### src/rtl/ft245a_phy.sv
// FT245 asynchronous FIFO pin engine: RD#/WR# strobe timing, bus turnaround, RX push / TX pop.
// Optional FT245A_PHY_RR_ARB_EN selects round-robin tie arbitration (default: read wins ties).
`timescale 1ns/1ps
module ft245a_phy #(
  parameter int DATA_W           = 8,
  parameter int READ_TICKS       = 4,
  parameter int WRITE_TICKS      = 4,
  parameter int TURNAROUND_TICKS = 8
) (
  input  logic              ft_clk,
  input  logic              ft_rst,
  input  logic              ft_rxfn,
  input  logic              ft_txen,
  input  logic [DATA_W-1:0] ft_din,
  output logic [DATA_W-1:0] ft_dout,
  output logic              ft_oe,
  output logic              ft_rdn,
  output logic              ft_wrn,
  output logic [DATA_W-1:0] rx_data,
  output logic              rx_valid,
  input  logic              rx_ready,
  input  logic [DATA_W-1:0] tx_data,
  input  logic              tx_valid,
  output logic              tx_rd
);

  localparam int MAX_A = (READ_TICKS > WRITE_TICKS + 1) ? READ_TICKS : WRITE_TICKS + 1;
  localparam int MAX_T = (MAX_A > TURNAROUND_TICKS) ? MAX_A : TURNAROUND_TICKS;
  localparam int CNT_W = $clog2(MAX_T + 1);

  typedef logic [CNT_W-1:0] cnt_t;
  localparam cnt_t RD_LOAD = cnt_t'(READ_TICKS - 1);
  localparam cnt_t WR_LOAD = cnt_t'(WRITE_TICKS);      // setup cycle + WRITE_TICKS low cycles
  localparam cnt_t TA_LOAD = cnt_t'(TURNAROUND_TICKS - 1);

  typedef enum logic [1:0] {S_IDLE, S_READ, S_WRITE, S_TURN} state_t;

  state_t r_state, w_state_nxt;
  cnt_t   r_cnt, w_cnt_nxt;
  logic   r_rxf_meta, r_rxf_s, r_txe_meta, r_txe_s;
  logic   w_rd_req, w_wr_req, w_tie_rd, w_grant_rd, w_grant_wr, w_cnt_zero;

  always_ff @(posedge ft_clk or negedge ft_rst) begin
    if (!ft_rst) begin
      r_rxf_meta <= 1'b1;
      r_rxf_s    <= 1'b1;
      r_txe_meta <= 1'b1;
      r_txe_s    <= 1'b1;
    end else begin
      r_rxf_meta <= ft_rxfn;
      r_rxf_s    <= r_rxf_meta;
      r_txe_meta <= ft_txen;
      r_txe_s    <= r_txe_meta;
    end
  end

  assign w_rd_req = ~r_rxf_s & rx_ready;
  assign w_wr_req = ~r_txe_s & tx_valid;

`ifdef FT245A_PHY_RR_ARB_EN
  logic r_last_wr;

  always_ff @(posedge ft_clk or negedge ft_rst) begin
    if (!ft_rst)
      r_last_wr <= 1'b1;
    else if (r_state == S_IDLE && (w_rd_req || w_wr_req))
      r_last_wr <= ~w_grant_rd;
  end

  assign w_tie_rd = r_last_wr;
`else
  assign w_tie_rd = 1'b1;
`endif

  assign w_grant_rd = w_rd_req & (~w_wr_req | w_tie_rd);
  assign w_grant_wr = w_wr_req & ~w_grant_rd;
  assign w_cnt_zero = (r_cnt == '0);

  always_ff @(posedge ft_clk or negedge ft_rst) begin
    if (!ft_rst) begin
      r_state <= S_IDLE;
      r_cnt   <= '0;
    end else begin
      r_state <= w_state_nxt;
      r_cnt   <= w_cnt_nxt;
    end
  end

  always_comb begin
    w_state_nxt = r_state;
    w_cnt_nxt   = r_cnt;
    tx_rd       = 1'b0;
    case (r_state)
      S_IDLE: begin
        if (w_grant_rd) begin
          w_state_nxt = S_READ;
          w_cnt_nxt   = RD_LOAD;
        end else if (w_grant_wr) begin
          w_state_nxt = S_WRITE;
          w_cnt_nxt   = WR_LOAD;
          tx_rd       = 1'b1;
        end
      end
      S_READ, S_WRITE: begin
        if (w_cnt_zero) begin
          w_state_nxt = S_TURN;
          w_cnt_nxt   = TA_LOAD;
        end else begin
          w_cnt_nxt = r_cnt - cnt_t'(1);
        end
      end
      S_TURN: begin
        if (w_cnt_zero) w_state_nxt = S_IDLE;
        else            w_cnt_nxt   = r_cnt - cnt_t'(1);
      end
      default: w_state_nxt = S_IDLE;
    endcase
  end

  // The write data-hold cycle overlaps the first TURN cycle: ft_oe drops at its end.
  always_ff @(posedge ft_clk or negedge ft_rst) begin
    if (!ft_rst) begin
      ft_rdn   <= 1'b1;
      ft_wrn   <= 1'b1;
      ft_oe    <= 1'b0;
      ft_dout  <= '0;
      rx_data  <= '0;
      rx_valid <= 1'b0;
    end else begin
      rx_valid <= 1'b0;
      case (r_state)
        S_IDLE: begin
          if (w_grant_rd) begin
            ft_rdn <= 1'b0;
          end else if (w_grant_wr) begin
            ft_oe   <= 1'b1;
            ft_dout <= tx_data;
          end
        end
        S_READ: begin
          if (w_cnt_zero) begin
            rx_data  <= ft_din;
            rx_valid <= 1'b1;
            ft_rdn   <= 1'b1;
          end
        end
        S_WRITE: begin
          if (r_cnt == WR_LOAD) ft_wrn <= 1'b0;
          if (w_cnt_zero)       ft_wrn <= 1'b1;
        end
        S_TURN: begin
          ft_oe <= 1'b0;
        end
        default: ;
      endcase
    end
  end

endmodule

### config.mk
export PLATFORM = sky130hd
export DESIGN_NAME = ft245a_phy
export DESIGN_NICKNAME = d
export VERILOG_FILES = /design/src/rtl/ft245a_phy.sv
export SDC_FILE = /design/constraint.sdc
export NUM_CORES = 1
export LEC_CHECK = 0
export BUFFER_PORTS_ARGS = -buffer_cell sky130_fd_sc_hd__buf_2
export CAP_MARGIN = 40
export CORE_ASPECT_RATIO = 0.75
export CORE_MARGIN = 10
export CORE_UTILIZATION = 30
export DETAILED_ROUTE_END_ITERATION = 12
export SYNTH_ARGS = -nofsm -noshare
export SYNTH_HDL_FRONTEND = slang
export SYNTH_SLANG_ARGS = --single-unit
### constraint.sdc
create_clock -name ft_clk -period 2.2 [get_ports ft_clk]
set_input_delay 0.22 -clock ft_clk [delete_from_list [all_inputs] [get_ports ft_clk]]
set_output_delay 0.22 -clock ft_clk [all_outputs]
set_load 0.005 [all_outputs]
==> run metrics, run 1 <==
die height 77.75 µm; data arrival time of the worst path 1.82 ns; port buffer count 42; post-synthesis sequential area ratio 56.85%; critical path's most frequent cell inv_1; worst hold path class in2reg; starting density of the core 31.92%; largest net degree at the start of global routing 31; Area Overhead vs Synth 26.83%; Rows 20; Power Density 1437 nW/µm²; post-layout min period 2.039 ns; routed wire length 2999 µm; mapped cell area 1334 µm²; Int Pwr 1.624 mW; Switching Share 33.20%; fmax 0.4903 GHz; worst reg-to-reg setup slack 0.31 ns; Post-synth EDFFs 0; top-area cell type share of the netlist area 45.03%; crit-path max cell delay 0.50 ns; Max Root-Sink Buffers 2; Main synth FF type dfrtp_1; FFs w/ async S/R, synth 100.0%; Rel. slew slack 55.36%; crit-path cells inv_1 > ha_2 > inv_2 > or3b_4 > inv_1 > buf_2; most instantiated cells after synthesis 24 x dfrtp_1, 12 x mux2_2, 8 x mux2_4; NetSw 0.8068 mW; Leak 0.8478 nW; GRT Util Overall 8.250%; Num CTS Buffers 5; Clk pin slew, worst setup/hold paths 0.06 ns; Slowest-stage cell, CP or3b_4; clk_lat worst skew 0.28 ns; setup TNS 0 ns; DR WL/cell 14.85 µm; status finished, final reports clean; critical path capture point type output pin; pre-CTS setup slack 0.2263 ns; required time of the critical path 1.98 ns; total grt overflow 0; syn nets 125; Placer Congestion 0.8168; first-pass GRT wire length 4995 µm; peak supply drop 484.8 µV; DRT antenna net count 0; CTS tree built; RSZ-0062 raised after global routing no; Final Cycle Share 92.70%; Mean Syn Cell Area 13.61 µm²; Starting DRT DRC Count 29; clk sink count 30; final hold vios 0; Max-Cap Viols 0; total die area 7540 µm²; Core Area 4179 µm²; H-tree depth 2; Synth cell types 27; Max FO, Critical Path 10; routed vias 895; Final Max Tran Viols 0; Vias/cell 4.431; layout cells sized above 1 54.42%; worst slew pin tran 0.6696 ns; Fin Clk Skew 0.005992 ns; Yosys reg bits 30; Logic pwr share 43.8%; setup slack after layout 0.1605 ns; DIE WIDTH 96.99 µm; # diodes 0; yosys warns 0; I/O pins 43; Clock Power Share 17.0%; most numerous cell in the Yosys netlist dfrtp_1; drt first pass iters 4; fin nets 173; Yosys top cell by area dfrtp_1; drt drc 0; Flop pwr share 39.2%; Mapped Cells 98; crit path launch type flip-flop; vias in the first global route 1046; root buffer cell clkbuf_8; critical setup path kind reg2out; initial antenna violation count 0; Post-DP HPWL 2304 µm; synth top area cells dfrtp_1 45%, dfstp_2 12%, mux2_2 10%; final setup fails 0
-- power by group through the flow --
stage | Combinational (mW) | Clock [mW] | Sequential [mW]
after global placement | 1.04 | 0 | 0.945
after global routing | 1.22 | 0.465 | 0.992
after CTS | 1.08 | 0.432 | 0.957
final | 1.06 | 0.414 | 0.953
after detailed placement | 1.07 | 0 | 0.963
after floorplan | 0.699 | 0 | 0.958
-- flip-flops by register name (all words and copies together), names as in the netlist --
name	flops
ft_dout	8
ft_oe	1
ft_rdn	1
ft_wrn	1
r_cnt	4
r_rxf_meta	1
r_rxf_s	1
r_state	2
r_txe_meta	1
r_txe_s	1
rx_data	8
rx_valid	1
-- final cells by class --
cell class	count	area, µm²
fill	401	2487
sequential	30	758.2
multi-input combinational	59	538.0
timing repair buffer	43	220.2
clock buffer	8	80.08
tap	55	68.82
inverter	7	26.28
-- metrics by stage --
stage	hold slack (ns)	instance area (µm²)	util [%]	power [mW]	cells
3_5_place_dp	0.2975	1597	38.20	2.033	193
5_1_grt	0.03241	1692	40.48	2.680	202
4_1_cts	0.03357	1689	40.42	2.467	202
2_1_floorplan	-0.07559	1334	-	1.657	98
3_3_place_gp	0.2874	1597	38.20	1.980	193
6_report	0.04393	1692	40.48	2.430	202
-- path summary, 6_finish.rpt --
kind	from	end	cells past startpoint
min in group asynchronous	ft_rst	r_state[0]	2
min	ft_rxfn	r_rxf_meta	1
max reg2reg	r_cnt[0]	rx_data[4]	5
max in group asynchronous	ft_rst	ft_dout[6]	2
max	r_state[0]	tx_rd	6
min reg2reg	r_txe_meta	r_txe_s	0
-- worst max-delay path, delay by kind of cell (launching register included) --
family | cells | cell delay (ns)
DFF | 1 | 0.41
adders and majority gates | 1 | 0.22
and+or+nand+nor | 1 | 0.50
buffers and inverters | 4 | 0.40
-- per-layer routing --
| metal | up-vias | GRT usage [%] | part of all wire, % |
|---|---|---|---|
| met2 | 38 | 13.00 | 45 |
| met5 | - | 0 | 0 |
| li1 | 432 | - | - |
| met3 | 4 | 4.336 | 9.1 |
| met4 | 0 | 3.529 | 0.90 |
| met1 | 421 | 9.170 | 45 |
-- layout by cell type, fill, tap and decap left out, types with 2 or more instances in the layout --
| master | Yosys | routed |
|---|---|---|
| buf_2 | 1 | 42 |
| dfrtp_1 | 24 | 24 |
| mux2_2 | 12 | 12 |
| mux2_4 | 8 | 8 |
| nand2_1 | 7 | 7 |
| o21ai_0 | 7 | 7 |
| inv_1 | 6 | 6 |
| dfstp_2 | 6 | 6 |
| clkbuf_8 | 0 | 5 |
| nand2b_1 | 4 | 4 |
| ha_1 | 5 | 4 |
| clkbuf_1 | 0 | 3 |
| o21a_1 | 2 | 2 |
-- logic make-up after synthesis --
| logic type | count (synthesis) | synth area share [%] |
|---|---|---|
| multiplexers | 20 | 19.14 |
| flip-flops | 30 | 56.85 |
| AND/OR/NAND/NOR | 19 | 7.974 |
| buffers and inverters | 9 | 3.189 |
| adder cells (fa/ha/maj) | 5 | 4.690 |
| AO/OA/AOI/OAI | 15 | 8.161 |
-- what timing repair did --
item / 4_1_cts / 5_1_grt
endpoints found under the hold margin: 14 / 0
cloned: 0 / 0
setup buffers: 0 / 0
resized for setup: 1 / 1
hold buffers: 1 / 0
endpoints found under the setup margin: 1 / 1
Note: power is estimated with default switching activity, not from simulation.
==> run 2, diff against run 1 <==
--- a/config.mk
+++ b/config.mk
@@ -8,7 +8,7 @@
 export BUFFER_PORTS_ARGS = -buffer_cell sky130_fd_sc_hd__buf_2
 export CAP_MARGIN = 40
 export CORE_ASPECT_RATIO = 0.75
-export CORE_MARGIN = 10
+export CORE_MARGIN = 1.5
 export CORE_UTILIZATION = 30
 export DETAILED_ROUTE_END_ITERATION = 12
 export SYNTH_ARGS = -nofsm -noshare
==> run 2 against run 1 <==
  * Power down 0.21%
  * First-iteration DRC count shrank 31%
  * Flip-flop and latch count did not move
  * Final cell count is the same
  * Global-route usage up 3.1 points
  * Largest cell class unchanged
  * Clock skew fell by 0.0025 ns
  * Non-clock buffer count unchanged
==> run metrics, run 2 (synthesis gave the netlist of run 1 again) <==
Hold WS 0.04033 ns; GRT Util Overall 11.38%; most common cell after layout, fill and taps aside buf_2; total grt overflow 0; Post-DP HPWL 1811 µm; Num CTS Buffers 5; routed wire length 2415 µm; Filler cells 411; biggest regs ft_dout: 8 flops, rx_data: 8 flops, r_cnt: 4 flops; worst reg-to-reg setup slack 0.33 ns; H-tree depth 2; fmax 0.4848 GHz; initial antenna violation count 0; final setup fails 0; Fin Clk Skew 0.003469 ns; Worst path top cell family by delay simple AND/OR/NAND/NOR gates; worst slew pin tran 0.6518 ns; area of the multi-input gates 535.5 µm²; root buffer cell clkbuf_8; DIE WIDTH 79.99 µm; Core Area 4154 µm²; Max-Cap Viols 0; data arrival time of the worst path 1.84 ns; Placer Congestion 0.8887; Final Cycle Share 93.77%; Max FO, Critical Path 10; drt first pass iters 4; RSZ-0062 raised after global routing no; worst hold path class in2reg; Power Density 1426 nW/µm²; Slowest-stage cell, CP or3b_4; Vias/cell 4.480; crit-path cells inv_1 > ha_1 > inv_2 > or3b_4 > inv_1 > buf_2; critical path's most frequent cell inv_1; critical path capture point type output pin; Rel. slew slack 56.55%; Starting DRT DRC Count 20; total die area 4859 µm²; Area Overhead vs Synth 27.49%; first-pass GRT wire length 4057 µm; peak supply drop 665.3 µV; sequential cell area 758.2 µm²; postcts setup bufs 0; Rows 20; starting density of the core 32.11%; drt drc 0; largest net degree at the start of global routing 31; routed vias 905; vias in the first global route 889; CTS tree built; port buffer count 42; fin nets 173; DRT antenna net count 0; crit path launch type flip-flop; most frequent cells in the layout 42 x buf_2, 24 x dfrtp_1, 12 x mux2_2; DR WL/cell 11.96 µm; setup TNS 0 ns; Max Root-Sink Buffers 2; crit-path max cell delay 0.50 ns; die height 60.75 µm; I/O pins 43; layout cells sized above 1 55.10%; final hold vios 0; required time of the critical path 1.98 ns; Leak 0.8580 nW; clk_lat worst skew 0.27 ns; clk sink count 30; Final Max Tran Viols 0; status finished, final reports clean; post-layout min period 2.063 ns; Clk pin slew, worst setup/hold paths 0.06 ns; # diodes 0; Bufs and invs on worst path 4; critical setup path kind reg2out
## run 2: cell type report
| class | instances | share of cell area, % |
|---|---|---|
| sequential | 30 | 44.59 |
| clock inverter | 1 | 0.2943 |
| tap | 55 | 4.047 |
| clock buffer | 7 | 5.077 |
| multi-input combinational | 59 | 31.49 |
| timing repair buffer | 43 | 12.95 |
| inverter | 7 | 1.545 |
## run 2: where the power goes
group	internal [mW]	total, mW	switching (mW)
sequential	0.807	0.945	0.138
clock	0.252	0.437	0.185
combinational	0.587	1.04	0.456
## run 2: final timing paths
check,startpoint,depth (start not counted),to
setup / recovery,r_state[0],6,tx_rd
hold / removal,ft_rxfn,1,r_rxf_meta
setup reg to reg,r_cnt[0],5,rx_data[1]
hold reg to reg,r_txe_meta,0,r_txe_s
max in group asynchronous,ft_rst,2,rx_data[3]
min in group asynchronous,ft_rst,2,rx_data[5]
## run 2: what timing repair did
item | in CTS | in global routing
endpoints found under the setup margin | 1 | 0
resized for setup | 1 | 0
hold buffers | 1 | 0
hold endpoints to repair | 20 | 0
## run 2: through the flow
| step | instance area [µm²] | total power [mW] | std cells | setup WS, ns | util, % |
|---|---|---|---|---|---|
| final | 1700 | 2.425 | 202 | 0.1371 | 40.93 |
| after global routing | 1700 | 2.656 | 202 | 0.01694 | 40.93 |
| after CTS | 1700 | 2.466 | 202 | 0.1320 | 40.93 |
| after detailed placement | 1597 | 1.995 | 193 | 0.2502 | 38.43 |
| after global placement | 1597 | 1.958 | 193 | 0.3265 | 38.43 |
| after floorplan | 1334 | 1.657 | 98 | 0.5297 | - |
## run 2: metal layers
metal / vias up / global-route usage, % / part of all wire [%]
met5: - / 0 / 0
met4: 0 / 4.680 / 1.0
met3: 4 / 4.812 / 9.5
met2: 43 / 16.09 / 41
met1: 425 / 15.41 / 48
li1: 433 / - / -
==> run 3, diff against run 2 <==
--- a/config.mk
+++ b/config.mk
@@ -7,10 +7,13 @@
 export LEC_CHECK = 0
 export BUFFER_PORTS_ARGS = -buffer_cell sky130_fd_sc_hd__buf_2
 export CAP_MARGIN = 40
+export CELL_PAD_IN_SITES_DETAIL_PLACEMENT = 1
+export CELL_PAD_IN_SITES_GLOBAL_PLACEMENT = 2
 export CORE_ASPECT_RATIO = 0.75
 export CORE_MARGIN = 1.5
 export CORE_UTILIZATION = 30
 export DETAILED_ROUTE_END_ITERATION = 12
+export PLACE_DENSITY_LB_ADDON = 0.1
 export SYNTH_ARGS = -nofsm -noshare
 export SYNTH_HDL_FRONTEND = slang
 export SYNTH_SLANG_ARGS = --single-unit
==> run 3 against run 2 <==
  * Die area did not move
  * Combinational power is 4% higher
  * Clock-buffer cell count down 1
  * Global-route usage increased by 1.7 points
  * Clock skew rose by 0.0059 ns
  * Fmax is 1.8% higher
  * Final area is 0.37% lower
  * Largest cell class unchanged
==> run metrics, run 3 (synthesis gave the netlist of run 1 again) <==
status finished, final reports clean; Hold EP r_txe_meta; Leak 0.8533 nW; Reg-to-Reg End rx_data[5]; wire length on met1 1344 µm; peak supply drop 449.6 µV; fin nets 173; most common cell after layout, fill and taps aside buf_2; most frequent cells in the layout 42 x buf_2, 24 x dfrtp_1, 12 x mux2_2; Clk pin slew, worst setup/hold paths 0.06 ns; GRT Util Overall 13.07%; Rel. slew slack 55.32%; largest net degree at the start of global routing 31; Max Root-Sink Buffers 2; worst hold path class in2reg; drt drc 0; initial antenna violation count 0; fmax 0.4935 GHz; Hold WS 0.04439 ns; critical path capture point type output pin; hold path depth 1; root buffer cell clkbuf_8; final hold vios 0; pre-CTS setup slack 0.2204 ns; DRT antenna net count 0; Worst R2R Start r_cnt[0]; setup TNS 0 ns; CTS tree built; Area Overhead vs Synth 27.02%; total grt overflow 0; DIE WIDTH 79.99 µm; placed insts 193; Worst Reg2Reg Path Length in Cells 5; worst slew pin tran 0.6702 ns; critical setup path kind reg2out; Starting DRT DRC Count 43; die height 60.75 µm; setup slack after layout 0.1738 ns; first-pass GRT wire length 4574 µm; vias in the first global route 934; I/O pins 43; Final Max Tran Viols 0; met2 WL 1299 µm; # diodes 0; Num CTS Buffers 5; RSZ-0062 raised after global routing no; port buffer count 42; worst reg-to-reg setup slack 0.25 ns; Final Cycle Share 92.10%; top layer in use met4; H-tree depth 2; biggest regs ft_dout: 8 flops, rx_data: 8 flops, r_cnt: 4 flops; Post-DP HPWL 2141 µm; Power Density 1439 nW/µm²; Max FO, Critical Path 10; required time of the critical path 1.98 ns; wire length on met3 157 µm; Placer Congestion 0.8290; crit path launch type flip-flop; Fin Clk Skew 0.009397 ns; routed wire length 2835 µm; Max-Cap Viols 0; post-layout min period 2.026 ns; sequential cell area 758.2 µm²; final setup fails 0; starting density of the core 32.11%; start point of the critical path r_state[0]; Core Area 4154 µm²; clk_lat worst skew 0.28 ns; Filler cells 482; routed vias 931; total die area 4859 µm²; drt first pass iters 4; clk sink count 30; DR WL/cell 14.03 µm; area of the multi-input gates 538.0 µm²; data arrival time of the worst path 1.81 ns; Vias/cell 4.609; hold_sp ft_txen; layout cells sized above 1 55.78%; Rows 20; final cell count without fillers 202
==> run 3: cell count changes in the layout (fill, tap and decap cells not counted), sizes merged <==
cell,previous run,this run
clkbuf,7,6
clkinv,1,2
==> run 3: worst max path at each step <==
stage	to	slack, ns
4_1_cts	tx_rd	0.11
2_1_floorplan	ft_dout[0]	0.53
3_5_place_dp	tx_rd	0.22
3_3_place_gp	rx_data[1]	0.25
6_report	tx_rd	0.17
5_1_grt	tx_rd	0.05
==> run 3: metrics by stage <==
stage | cell area (µm²) | total power, mW | utilization, %
finish | 1694 | 2.438 | 40.78
global route | 1694 | 2.649 | 40.78
CTS | 1692 | 2.480 | 40.72
detailed placement | 1597 | 2.042 | 38.43
global placement | 1597 | 1.995 | 38.43
floorplan | 1334 | 1.657 | -
==> run 3: layout make-up <==
type                       count  area share, %
inverter                       7          1.551
sequential                    30          44.76
clock buffer                   6          4.284
timing repair buffer          43          13.00
clock inverter                 2         0.5908
tap                           55          4.062
multi-input combinational     59          31.76
==> run 3: metal layers <==
layer / up-vias / GRT usage (%)
met5: - / 0
met4: 0 / 5.911
met3: 5 / 4.361
met2: 26 / 19.69
met1: 466 / 17.29
li1: 434 / -
==> run 3: report_power, final <==
| part | switching (mW) | internal [mW] |
|---|---|---|
| logic | 0.483 | 0.596 |
| clock network | 0.189 | 0.218 |
| registers | 0.144 | 0.807 |
| total | 0.816 | 1.62 |
==> run 3: worst max-delay path, stage by stage (launching register included) <==
cell     delay (ns)
dfrtp_1        0.41
inv_1          0.10
ha_2           0.23
inv_2          0.06
or3b_4         0.50
inv_1          0.12
buf_2          0.12
==> run 3: what timing repair did <==
item | CTS | global route
hold buffers | 1 | 0
hold endpoints to repair | 9 | 0
buffers inserted | 0 | 0
endpoints found under the setup margin | 1 | 1
gates resized for setup | 1 | 1
